==> src/rtl/spart_pkg.sv <==
// Shared definitions for the SPART processor-side controllers: FSM states,
// I/O register addresses and the default baud divisor.
package spart_pkg;

    typedef enum logic [2:0] {
        ST_CFG_LO   = 3'd0,
        ST_CFG_HI   = 3'd1,
        ST_IDLE     = 3'd2,
        ST_WRITE    = 3'd3,
        ST_WAIT_TBR = 3'd4
    } state_e;

    localparam logic [1:0]  ADDR_TX         = 2'b00;
    localparam logic [1:0]  ADDR_DBL        = 2'b10;
    localparam logic [1:0]  ADDR_DBH        = 2'b11;
    localparam logic [15:0] DIVISOR_DEFAULT = 16'h0145;

endpackage

==> src/rtl/spart_tx_ctrl_rr_arb2.sv <==
// Two-way round-robin arbiter: on a tie the requester that did not win last
// time is granted. Purely combinational, shared with the receive-side controller.
module rr_arb2
    import spart_pkg::*;
(
    input  logic       req0,
    input  logic       req1,
    input  logic       last_grant,
    output logic [1:0] gnt
);

    // One-hot grant; bit 0 = requester 0, bit 1 = requester 1
    always_comb begin
        gnt = 2'b00;
        if (req0 && req1) begin
            if (last_grant) begin
                gnt = 2'b01;
            end else begin
                gnt = 2'b10;
            end
        end else if (req0) begin
            gnt = 2'b01;
        end else if (req1) begin
            gnt = 2'b10;
        end else begin
            gnt = 2'b00;
        end
    end

endmodule

==> src/rtl/spart_tx_ctrl.sv <==
// SPART transmit-side bus controller: programs the baud divisor after reset,
// then writes bytes from two requesters round-robin, one per TX-buffer-empty.
module spart_tx_ctrl
    import spart_pkg::*;
#(
    parameter logic [15:0] DIVISOR = DIVISOR_DEFAULT
) (
    input  logic        clk,
    input  logic        rst,
    input  logic        tbr,
    input  logic        req0,
    input  logic [7:0]  data0,
    output logic        gnt0,
    input  logic        req1,
    input  logic [7:0]  data1,
    output logic        gnt1,
    output logic        iocs,
    output logic        iorw,
    output logic [1:0]  ioaddr,
    output logic [7:0]  databus,
    output logic        ready,
    output logic [15:0] tx_count
);

    state_e      state_q, state_d;
    logic        boot_q, boot_d;
    logic        last_grant_q, last_grant_d;
    logic        iocs_q, iocs_d;
    logic        iorw_q, iorw_d;
    logic [1:0]  ioaddr_q, ioaddr_d;
    logic [7:0]  databus_q, databus_d;
    logic        gnt0_q, gnt0_d;
    logic        gnt1_q, gnt1_d;
    logic        ready_q, ready_d;
    logic [15:0] tx_count_q, tx_count_d;
    logic [1:0]  arb_gnt;

    rr_arb2 u_arb (
        .req0       (req0),
        .req1       (req1),
        .last_grant (last_grant_q),
        .gnt        (arb_gnt)
    );

    // Next state, then outputs decoded from the next state so they are registered.
    // boot_q holds CFG_LO for one extra edge: the reset cycle itself keeps the bus idle.
    always_comb begin
        state_d      = state_q;
        boot_d       = 1'b0;
        last_grant_d = last_grant_q;
        databus_d    = databus_q;
        tx_count_d   = tx_count_q;
        iocs_d       = 1'b0;
        iorw_d       = 1'b1;
        ioaddr_d     = ADDR_TX;
        gnt0_d       = 1'b0;
        gnt1_d       = 1'b0;
        ready_d      = 1'b0;

        case (state_q)
            ST_CFG_LO: begin
                if (boot_q) begin
                    state_d = ST_CFG_LO;
                end else begin
                    state_d = ST_CFG_HI;
                end
            end
            ST_CFG_HI: state_d = ST_IDLE;
            ST_IDLE: begin
                if (tbr && (req0 || req1)) begin
                    state_d      = ST_WRITE;
                    last_grant_d = arb_gnt[1];
                    databus_d    = arb_gnt[1] ? data1 : data0;
                end else begin
                    state_d = ST_IDLE;
                end
            end
            ST_WRITE: state_d = ST_WAIT_TBR;
            ST_WAIT_TBR: begin
                if (tbr) begin
                    state_d = ST_IDLE;
                end else begin
                    state_d = ST_WAIT_TBR;
                end
            end
            default: state_d = ST_CFG_LO;
        endcase

        case (state_d)
            ST_CFG_LO: begin
                iocs_d    = 1'b1;
                iorw_d    = 1'b0;
                ioaddr_d  = ADDR_DBL;
                databus_d = DIVISOR[7:0];
            end
            ST_CFG_HI: begin
                iocs_d    = 1'b1;
                iorw_d    = 1'b0;
                ioaddr_d  = ADDR_DBH;
                databus_d = DIVISOR[15:8];
            end
            ST_IDLE:     ready_d = 1'b1;
            ST_WRITE: begin
                iocs_d     = 1'b1;
                iorw_d     = 1'b0;
                ioaddr_d   = ADDR_TX;
                gnt0_d     = ~last_grant_d;
                gnt1_d     = last_grant_d;
                tx_count_d = tx_count_q + 16'd1;
                ready_d    = 1'b1;
            end
            ST_WAIT_TBR: ready_d = 1'b1;
            default:     ready_d = 1'b0;
        endcase
    end

    // State and registered outputs
    always_ff @(posedge clk or posedge rst) begin
        if (rst) begin
            state_q      <= ST_CFG_LO;
            boot_q       <= 1'b1;
            last_grant_q <= 1'b1;
            iocs_q       <= 1'b0;
            iorw_q       <= 1'b1;
            ioaddr_q     <= ADDR_TX;
            databus_q    <= 8'h00;
            gnt0_q       <= 1'b0;
            gnt1_q       <= 1'b0;
            ready_q      <= 1'b0;
            tx_count_q   <= 16'h0000;
        end else begin
            state_q      <= state_d;
            boot_q       <= boot_d;
            last_grant_q <= last_grant_d;
            iocs_q       <= iocs_d;
            iorw_q       <= iorw_d;
            ioaddr_q     <= ioaddr_d;
            databus_q    <= databus_d;
            gnt0_q       <= gnt0_d;
            gnt1_q       <= gnt1_d;
            ready_q      <= ready_d;
            tx_count_q   <= tx_count_d;
        end
    end

    assign iocs     = iocs_q;
    assign iorw     = iorw_q;
    assign ioaddr   = ioaddr_q;
    assign databus  = databus_q;
    assign gnt0     = gnt0_q;
    assign gnt1     = gnt1_q;
    assign ready    = ready_q;
    assign tx_count = tx_count_q;

endmodule

==> config.mk <==
export PLATFORM = sky130hd
export DESIGN_NAME = spart_tx_ctrl
export DESIGN_NICKNAME = d
export VERILOG_FILES = /design/src/rtl/spart_pkg.sv /design/src/rtl/spart_tx_ctrl_rr_arb2.sv /design/src/rtl/spart_tx_ctrl.sv
export SDC_FILE = /design/constraint.sdc
export NUM_CORES = 1
export LEC_CHECK = 0
export CORE_MARGIN = 1.5
export CORE_UTILIZATION = 41
export CTS_BUF_LIST = sky130_fd_sc_hd__clkbuf_4 sky130_fd_sc_hd__clkbuf_8
export DETAILED_ROUTE_END_ITERATION = 6
export PLACE_DENSITY = 0.76
export SYNTH_ARGS = -nofsm -noshare
export SYNTH_HDL_FRONTEND = slang
export SYNTH_HIERARCHICAL = 1
export SYNTH_SLANG_ARGS = --single-unit
==> constraint.sdc <==
create_clock -name clk -period 3.45 [get_ports clk]
set_input_delay 0.69 -clock clk [delete_from_list [all_inputs] [get_ports clk]]
set_output_delay 0.69 -clock clk [all_outputs]
set_load 0.005 [all_outputs]
Word level (Yosys, flattened, before mapping)
Cells that the tools add are included.
{"block": "word_totals", "out_inout_bits": 31, "reg_bits": 36, "in_bits": 21, "word_cells": 51}
{"block": "classes", "n_mux": 20, "n_reduce_logical": 10, "bitwise_logic": 1, "addsub": 1, "eq_ne": 8}
{"cell": "$mux W8", "count": 3}
{"cell": "$add A16 B1 Y16 const B", "count": 1}
{"cell": "$pmux W8 S2", "count": 1}
{"cell": "$pmux W3 S5", "count": 1}
{"cell": "$eq A3 B2 Y1 const B", "count": 4}
{"cell": "$mux W1", "count": 9}
{"cell": "$mux W2", "count": 4}
{"cell": "$eq A3 B1 Y1 const B", "count": 2}
{"cell": "$eq A3 B3 Y1 const B", "count": 2}
{"cell": "$logic_not A3 Y1", "count": 2}
{"cell": "$reduce_bool A3 Y1", "count": 2}
{"cell": "$reduce_or A3 Y1", "count": 2}
{"cell": "$pmux W2 S2", "count": 1}
{"cell": "$mux W3", "count": 1}
{"cell": "$logic_and A1 B1 Y1", "count": 2}
{"cell": "$reduce_and A2 Y1", "count": 1}
{"cell": "$logic_or A1 B1 Y1", "count": 1}
{"cell": "$not A1 Y1", "count": 1}

Logic depth before layout (Yosys ltp)
Gate-level depths: netlist (run 1).
{"block": "depth", "ltp_word": 7, "ltp_mapped": 7, "depth_no_buf": 6}

Cells and area by module
The synthesis (run 1) kept the hierarchy.
{"module": "spart_tx_ctrl", "instances": 1, "area_per_inst_um2": 1611.5, "cells_each": 134, "seq_area_each_um2": 904.6}
{"module": "rr_arb2", "instances": 1, "area_per_inst_um2": 18.8, "cells_each": 3, "seq_area_each_um2": 0.0}

Least setup slack after synthesis (run 1)
No wires, ideal clock.
{"block": "synth_path", "kind": "input port to flip-flop", "start": "in req1", "end": "reg databus_q[2] (netlist: databus[2])", "stages": 4, "required_ns": 3.324, "arrival_time_ns": 1.933, "n_path_buf": 1, "setup_ns": 0.126, "setup_slack_ns": 1.391, "cell_sequence": "a21boi_0 > clkbuf_1 > mux2_2 > a221o_1"}
{"block": "synth_via", "elab_chain_len": 7, "word_cells_on_any_way": 17, "cone_classes": "1 x eq/ne; 9 x mux; 7 x reduce/logical"}
{"item": "from (decl)", "line_no": "spart_tx_ctrl.sv:14", "source": "input logic req1,"}
{"item": "$logic_or A1 B1 Y1 / $mux W2 (equally long branches)", "line_no": "spart_tx_ctrl.sv:70, spart_tx_ctrl_rr_arb2.sv:23"}
{"item": "$logic_and A1 B1 Y1 / $mux W2 (equally long branches)", "line_no": "spart_tx_ctrl.sv:70, spart_tx_ctrl_rr_arb2.sv:21"}
{"item": "$mux W1 / $mux W2 (equally long branches)", "line_no": "spart_tx_ctrl.sv:70, spart_tx_ctrl_rr_arb2.sv:15"}
{"item": "$pmux W3 S5 / $mux W8 (equally long branches)", "line_no": "spart_tx_ctrl.sv:60, spart_tx_ctrl.sv:73"}
{"item": "$eq A3 B1 Y1 (tied with other cells)", "line_no": "spart_tx_ctrl.sv:89", "source": "case (state_d)"}
{"item": "$reduce_bool A3 Y1 (no source line) / $mux W8 (equally long branches)"}
{"item": "$reduce_and A2 Y1 (no source line) / $pmux W8 S2 (equally long branches)"}
{"item": "to (signal assigned)", "line_no": "spart_tx_ctrl.sv:138", "source": "databus_q <= databus_d;"}
{"item": "to (decl)", "line_no": "spart_tx_ctrl.sv:31", "source": "logic [7:0] databus_q, databus_d;"}
Parallel ways exist; a longest one is shown, timed or not. The select of a mux whose other input is x is not followed.
A chain may end at the register's enable or synchronous reset.

Worst setup path in the final report (run 1)
{"block": "layout_path", "start": "in req1", "end": "reg databus_q[2] (netlist: databus[2])"}
{"block": "layout_via", "elab_chain_len": 7, "word_cells_on_any_way": 17, "cone_classes": "1 x eq/ne; 9 x mux; 7 x reduce/logical"}
{"item": "$mux W2", "line_no": "spart_tx_ctrl_rr_arb2.sv:23", "source": "end else if (req1) begin"}
{"item": "$mux W2", "line_no": "spart_tx_ctrl_rr_arb2.sv:21", "source": "end else if (req0) begin"}
{"item": "$mux W2 (*)", "line_no": "spart_tx_ctrl_rr_arb2.sv:15", "source": "if (req0 && req1) begin"}
{"item": "named net arb_gnt[1]", "line_no": "spart_tx_ctrl.sv:36", "source": "logic [1:0] arb_gnt;"}
{"item": "$mux W8 (*)", "line_no": "spart_tx_ctrl.sv:73", "source": "databus_d = arb_gnt[1] ? data1 : data0;"}
{"item": "$mux W8 (*)", "line_no": "spart_tx_ctrl.sv:70", "source": "if (tbr && (req0 || req1)) begin"}
{"item": "$mux W8 (*)", "line_no": "spart_tx_ctrl.sv:60", "source": "case (state_q)"}
{"item": "$pmux W8 S2 (*)", "line_no": "spart_tx_ctrl.sv:89"}
The timed path passes the listed nets; every way through them passes the cells marked *. The select of a mux whose other input is x is not followed.

==> results.sh, run 1 <==
export IMPL_wirelength_um=3480
export IMPL_drt_pass1_iterations=4
export IMPL_reg2reg_depth=4
export IMPL_critPathMaxFanout=7
export IMPL_grt_overflow=0
export IMPL_grt_busiest_layer="met2"
export IMPL_post_route_min_period_ps=2370
export IMPL_clockPowerShare_pct=23.0
export IMPL_synth_fp_nets=157
export IMPL_use_met2_pct=30.6
export IMPL_grt_pass1_vias=1243
export IMPL_vdd_ir_drop_max_v=0.000358
export IMPL_internal_power_w=0.00110
export IMPL_use_met3_pct=5.96
export IMPL_dp_cells=231
export IMPL_die_height_um=65.8
export IMPL_start_kind="primary input"
export IMPL_skew_ps=4.27
export IMPL_antenna_found_initial=0
export IMPL_leakagePower_nw=1.01
export IMPL_dr_first_iter_drc_count=78
export IMPL_r2r_start="state_q[2]$_DFF_PP0_"
export IMPL_powerDensity_nw_per_um2=696
export IMPL_area_growth_syn_to_layout_pct=40.9
export IMPL_cts_hold_buf=0
export IMPL_syn_area_per_cell_um2=12.0
export IMPL_via_per_inst=5.17
export IMPL_cts_buffer_depth=2
export IMPL_core_rowCount=22
export IMPL_min_path_cells=1
export IMPL_cap_violations=0
export IMPL_relSlewSlack_pct=52.5
export IMPL_drt_wirelength_per_cell_um=14.5
export IMPL_detail_route_antenna_nets=0
export IMPL_rrSetupSlack_ps=1550
export IMPL_drv_slew=0
export IMPL_coreArea_um2=3720
export IMPL_place_hpwl_um=2600
export IMPL_cts_tree="yes"
export IMPL_drc=0
export IMPL_grt_max_degree=37
export IMPL_num_io_pins=52
export IMPL_hold_ws_ps=477
export IMPL_hp_class="register to register"
export IMPL_combPwrFrac_pct=34.7
export IMPL_status="finished clean"
export IMPL_start_util_pct=43.6
export IMPL_cts_root_buf="clkbuf_8"
export IMPL_rsz0062_at_grt="false"
export IMPL_cts_made_buffers=5
export IMPL_post_cts_repair_setup_buffers=0
export IMPL_worstHoldStart="tx_count[15]$_DFFE_PP0P_"
export IMPL_cts_resized=0
export IMPL_num_vias=1236
export IMPL_fmax_ghz=0.422
export IMPL_p_seq_share_pct=42.3
export IMPL_tns_ps=0
export IMPL_clk_latency_ps=280
export IMPL_synth_area_um2=1620
export IMPL_critical_path_arrival_ps=2540
export IMPL_fin_ws_ps=1080
export IMPL_yosys_warnings=6
export IMPL_setup_worst_path_class="primary input to register"
export IMPL_grt_pass1_wl_um=5880
export IMPL_period_share_pct=68.6
export IMPL_p_sw_share_pct=31.0
export IMPL_final_nets=212
export IMPL_finalSetupViolations=0
export IMPL_use_met1_pct=22.4
export IMPL_dieArea_um2=4330
export IMPL_die_x_um=65.8
export IMPL_cp_data_required_time_ps=3620
export IMPL_hold_end="tx_count[15]$_DFFE_PP0P_"
export IMPL_final_cells=239
export IMPL_place_congestion=0.799
export IMPL_worst_slew_pin_slew_ps=711
export IMPL_diodes=0
export IMPL_htree_levels=2
export IMPL_port_buffers=51
export IMPL_clk_pin_slew_ps=70
export IMPL_pre_cts_ws_ps=831
export IMPL_drive_gt1_share_pct=12.0
export IMPL_syn_instance_count=135
export IMPL_grtUsageTotal_pct=18.3
export IMPL_r2r_end="databus[6]$_DFFE_PP0P_"
export IMPL_critPathLaunch="req1"
export IMPL_end_kind="register"
export IMPL_hold_violations=0
export IMPL_clock_sinks=36
export IMPL_p_sw_w=0.000492
how the worst max path moves through the flow:
stage,end,slack [ps],cells past startpoint
global placement,databus[2]$_DFFE_PP0P_,850,4
detailed placement,databus[2]$_DFFE_PP0P_,830,4
global route,databus[2]$_DFFE_PP0P_,1030,4
floorplan,databus[2]$_DFFE_PP0P_,1390,4
finish,databus[2]$_DFFE_PP0P_,1080,4
CTS,databus[2]$_DFFE_PP0P_,1120,4
critical path, stage by stage:
cell and delay, ps:
clkdlybuf4s50_1 500, a21boi_1 610, mux2_2 410, a221o_1 330
placed cells by master (no fill, tap or decap), drive strengths merged, types with 2 or more instances in the layout:
cell type and instances:
o2bb2ai 2, inv 4, xor2 6, mux2i 6, xnor2 10, nand2 10, clkdlybuf4s50 51, o31ai 2
nor2 10, buf 2, dfstp 3, or2 2, and3 3, nand3 5, nor4 2, nand4 5
nor3 5, a211oi 3, mux2 2, a221o 2, clkbuf 6, a21o 2, dfrtp 33
per-layer routing:
layer,share of wire [%],wire length [um]
met1,42,1480
met2,50,1750
met3,6.4,223
met4,0.60,21
met5,0,0
area by class of cell:
| cell class | count | area, um2 |
|---|---|---|
| inverters | 4 | 15.0 |
| repair buffers | 53 | 526 |
| clock inverters | 2 | 35.0 |
| fillers | 315 | 1440 |
| multi-input cells | 90 | 664 |
| clock buffers | 6 | 76.3 |
| flip-flops and latches | 36 | 905 |
| well taps | 48 | 60.1 |
per-stage QoR:
| step | util, % | power, W | instance area, um2 |
|---|---|---|---|
| after floorplan | - | 0.000962 | 1620 |
| after global placement | 58.4 | 0.00121 | 2170 |
| after detailed placement | 58.4 | 0.00123 | 2170 |
| after CTS | 61.4 | 0.00160 | 2280 |
| after global routing | 61.4 | 0.00169 | 2280 |
| final | 61.4 | 0.00159 | 2280 |
sequential cells by signal, summed over array words and instances (netlist names):
| signal | count |
|---|---|
| tx_count | 16 |
| gnt1 | 1 |
| last_grant_q | 1 |
| gnt0 | 1 |
| boot_q | 1 |
| databus | 8 |
| ioaddr | 2 |
| ready | 1 |
| iorw | 1 |
| iocs | 1 |
| state_q | 3 |
power groups by stage:
stage               clock network [W]  logic, W  registers, W
finish                       0.000366  0.000551      0.000672
global route                 0.000396  0.000606      0.000691
CTS                          0.000375  0.000558      0.000669
detailed placement                  0  0.000555      0.000674
global placement                    0  0.000537      0.000669
floorplan                           0  0.000331      0.000631
Power figures use the tool's default switching activity.
==> run 2: changes to the inputs <==
--- a/config.mk
+++ b/config.mk
@@ -9,7 +9,7 @@
 export CORE_UTILIZATION = 41
 export CTS_BUF_LIST = sky130_fd_sc_hd__clkbuf_4 sky130_fd_sc_hd__clkbuf_8
 export DETAILED_ROUTE_END_ITERATION = 6
-export PLACE_DENSITY = 0.76
+export PLACE_DENSITY = 0.79
 export SYNTH_ARGS = -nofsm -noshare
 export SYNTH_HDL_FRONTEND = slang
 export SYNTH_HIERARCHICAL = 1
==> constraint.sdc (replaced) <==
create_clock -name clk -period 1.9 [get_ports clk]
set_input_delay 0.38 -clock clk [delete_from_list [all_inputs] [get_ports clk]]
set_output_delay 0.38 -clock clk [all_outputs]
set_load 0.005 [all_outputs]
==> run 2 against run 1 <==
Effect of this change:
- final area rose by 2.6%
- largest cell class unchanged
- sequential power rose by 77%
- highest routed layer unchanged
- die area did not move
==> results.sh, run 2 (synthesis gave the netlist of run 1 again) <==
export IMPL_port_buffers=51
export IMPL_clk_pin_slew_ps=70
export IMPL_core_rowCount=22
export IMPL_cts_made_buffers=5
export IMPL_final_common_cell="clkdlybuf4s50_1"
export IMPL_via_per_inst=5.17
export IMPL_critPathLaunch="req1"
export IMPL_largest_reg_flops=16
export IMPL_htree_levels=2
export IMPL_final_nets=219
export IMPL_hold_ws_ps=446
export IMPL_rsz0062_at_grt="false"
export IMPL_combPwrFrac_pct=38.2
export IMPL_num_io_pins=52
export IMPL_end_kind="register"
export IMPL_clockPowerShare_pct=20.7
export IMPL_period_share_pct=90.9
export IMPL_p_sw_w=0.000909
export IMPL_dieArea_um2=4330
export IMPL_detail_route_antenna_nets=0
export IMPL_die_height_um=65.8
export IMPL_rrSetupSlack_ps=270
export IMPL_cts_resized=0
export IMPL_skew_ps=4.91
export IMPL_start_util_pct=43.6
export IMPL_leakagePower_nw=1.04
export IMPL_pre_cts_ws_ps=-101
export IMPL_finalSetupViolations=0
export IMPL_start_kind="primary input"
export IMPL_status="finished clean"
export IMPL_critical_path_arrival_ps=1890
export IMPL_hold_violations=0
export IMPL_grt_overflow=0
export IMPL_cts_root_buf="clkbuf_8"
export IMPL_hp_class="primary input to async pin"
export IMPL_drive_gt1_share_pct=15.7
export IMPL_fill_cells=302
export IMPL_final_cells=246
export IMPL_r2r_start="state_q[1]$_DFF_PP0_"
export IMPL_drv_slew=0
export IMPL_coreArea_um2=3720
export IMPL_place_congestion=0.862
export IMPL_drt_pass1_iterations=4
export IMPL_grt_pass1_vias=1306
export IMPL_setup_worst_path_class="primary input to register"
export IMPL_place_hpwl_um=2800
export IMPL_clk_latency_ps=280
export IMPL_area_growth_syn_to_layout_pct=44.6
export IMPL_vdd_ir_drop_max_v=0.000803
export IMPL_grtUsageTotal_pct=19.7
export IMPL_reg2reg_depth=6
export IMPL_powerDensity_nw_per_um2=1240
export IMPL_post_cts_repair_setup_buffers=0
export IMPL_num_vias=1271
export IMPL_grt_pass1_wl_um=6200
export IMPL_drc=0
export IMPL_internal_power_w=0.00199
export IMPL_fmax_ghz=0.579
export IMPL_cts_hold_buf=0
export IMPL_dp_cells=238
export IMPL_p_sw_share_pct=31.3
export IMPL_r2r_end="databus[0]$_DFFE_PP0P_"
export IMPL_drt_wirelength_per_cell_um=15.0
export IMPL_wirelength_um=3690
export IMPL_fin_ws_ps=172
export IMPL_layout_common_cells="clkdlybuf4s50_1 (51), dfrtp_1 (33), xnor2_1 (10), nand2_1 (9)"
export IMPL_dr_first_iter_drc_count=38
export IMPL_grt_max_degree=22
export IMPL_p_seq_share_pct=41.2
export IMPL_cap_violations=0
export IMPL_cts_tree="yes"
export IMPL_cp_data_required_time_ps=2070
export IMPL_post_route_min_period_ps=1730
export IMPL_clock_sinks=36
export IMPL_cts_buffer_depth=2
export IMPL_antenna_found_initial=0
export IMPL_diodes=0
export IMPL_critPathMaxFanout=3
export IMPL_die_x_um=65.8
run 2: cell types whose count changed in the layout (fill, tap and decap cells not counted), sizes merged:
cell	previous run	this run
buf	2	9
clkbuf	6	8
bufinv	1	0
clkinv	1	0
run 2: power by group through the flow:
| stage | Clock [W] | Combinational [W] | Sequential, W |
|---|---|---|---|
| 6_report | 0.000599 | 0.00111 | 0.00119 |
| 5_1_grt | 0.000651 | 0.00121 | 0.00123 |
| 4_1_cts | 0.000621 | 0.00112 | 0.00119 |
| 3_5_place_dp | 0 | 0.00111 | 0.00120 |
| 3_3_place_gp | 0 | 0.00106 | 0.00119 |
| 2_1_floorplan | 0 | 0.000601 | 0.00115 |
run 2: worst max path at each step:
| stage | to | slack [ps] | depth (start not counted) |
|---|---|---|---|
| after detailed placement | databus[2]$_DFFE_PP0P_ | -100 | 5 |
| after global routing | databus[0]$_DFFE_PP0P_ | 50 | 6 |
| after CTS | databus[0]$_DFFE_PP0P_ | 170 | 6 |
| after floorplan | databus[2]$_DFFE_PP0P_ | 150 | 4 |
| final | databus[2]$_DFFE_PP0P_ | 170 | 5 |
| after global placement | databus[2]$_DFFE_PP0P_ | -80 | 5 |
run 2: cell type report:
| class | instances | area, um2 | share of cell area, % |
|---|---|---|---|
| timing repair buffer | 60 | 591 | 25.2 |
| sequential | 36 | 905 | 38.6 |
| clock buffer | 8 | 104 | 4.44 |
| inverter | 4 | 15.0 | 0.641 |
| multi-input combinational | 90 | 667 | 28.5 |
| tap | 48 | 60.1 | 2.57 |
run 2: through the flow:
| stage | cell area, um2 | setup TNS (ps) | util [%] | power, W |
|---|---|---|---|---|
| 3_3_place_gp | 2230 | -169 | 60.1 | 0.00225 |
| 2_1_floorplan | 1620 | 0 | - | 0.00175 |
| 4_1_cts | 2340 | 0 | 62.9 | 0.00294 |
| 6_report | 2340 | 0 | 63.0 | 0.00290 |
| 3_5_place_dp | 2230 | -572 | 60.1 | 0.00231 |
| 5_1_grt | 2340 | 0 | 63.0 | 0.00309 |
run 2: critical path, cell delays in order:
cell             delay [ps]
clkdlybuf4s50_1         510
a21boi_1                190
buf_4                   140
mux2_2                  330
a221o_1                 340
run 2: layer usage:
layer / routed length (um) / global-route usage (%) / vias to the layer above
met4: 90 / 9.90 / 0
met2: 1920 / 33.2 / 44
li1: - / - / 596
met5: 0 / 0 / -
met3: 170 / 5.45 / 6
met1: 1510 / 22.9 / 625
==> run 3: changes to the inputs <==
--- a/config.mk
+++ b/config.mk
@@ -5,6 +5,7 @@
 export SDC_FILE = /design/constraint.sdc
 export NUM_CORES = 1
 export LEC_CHECK = 0
+export ABC_AREA = 0
 export CORE_MARGIN = 1.5
 export CORE_UTILIZATION = 41
 export CTS_BUF_LIST = sky130_fd_sc_hd__clkbuf_4 sky130_fd_sc_hd__clkbuf_8
==> results of run 3 <==
Same layout as run 2: the final DEF is identical, and so are final timing and power.
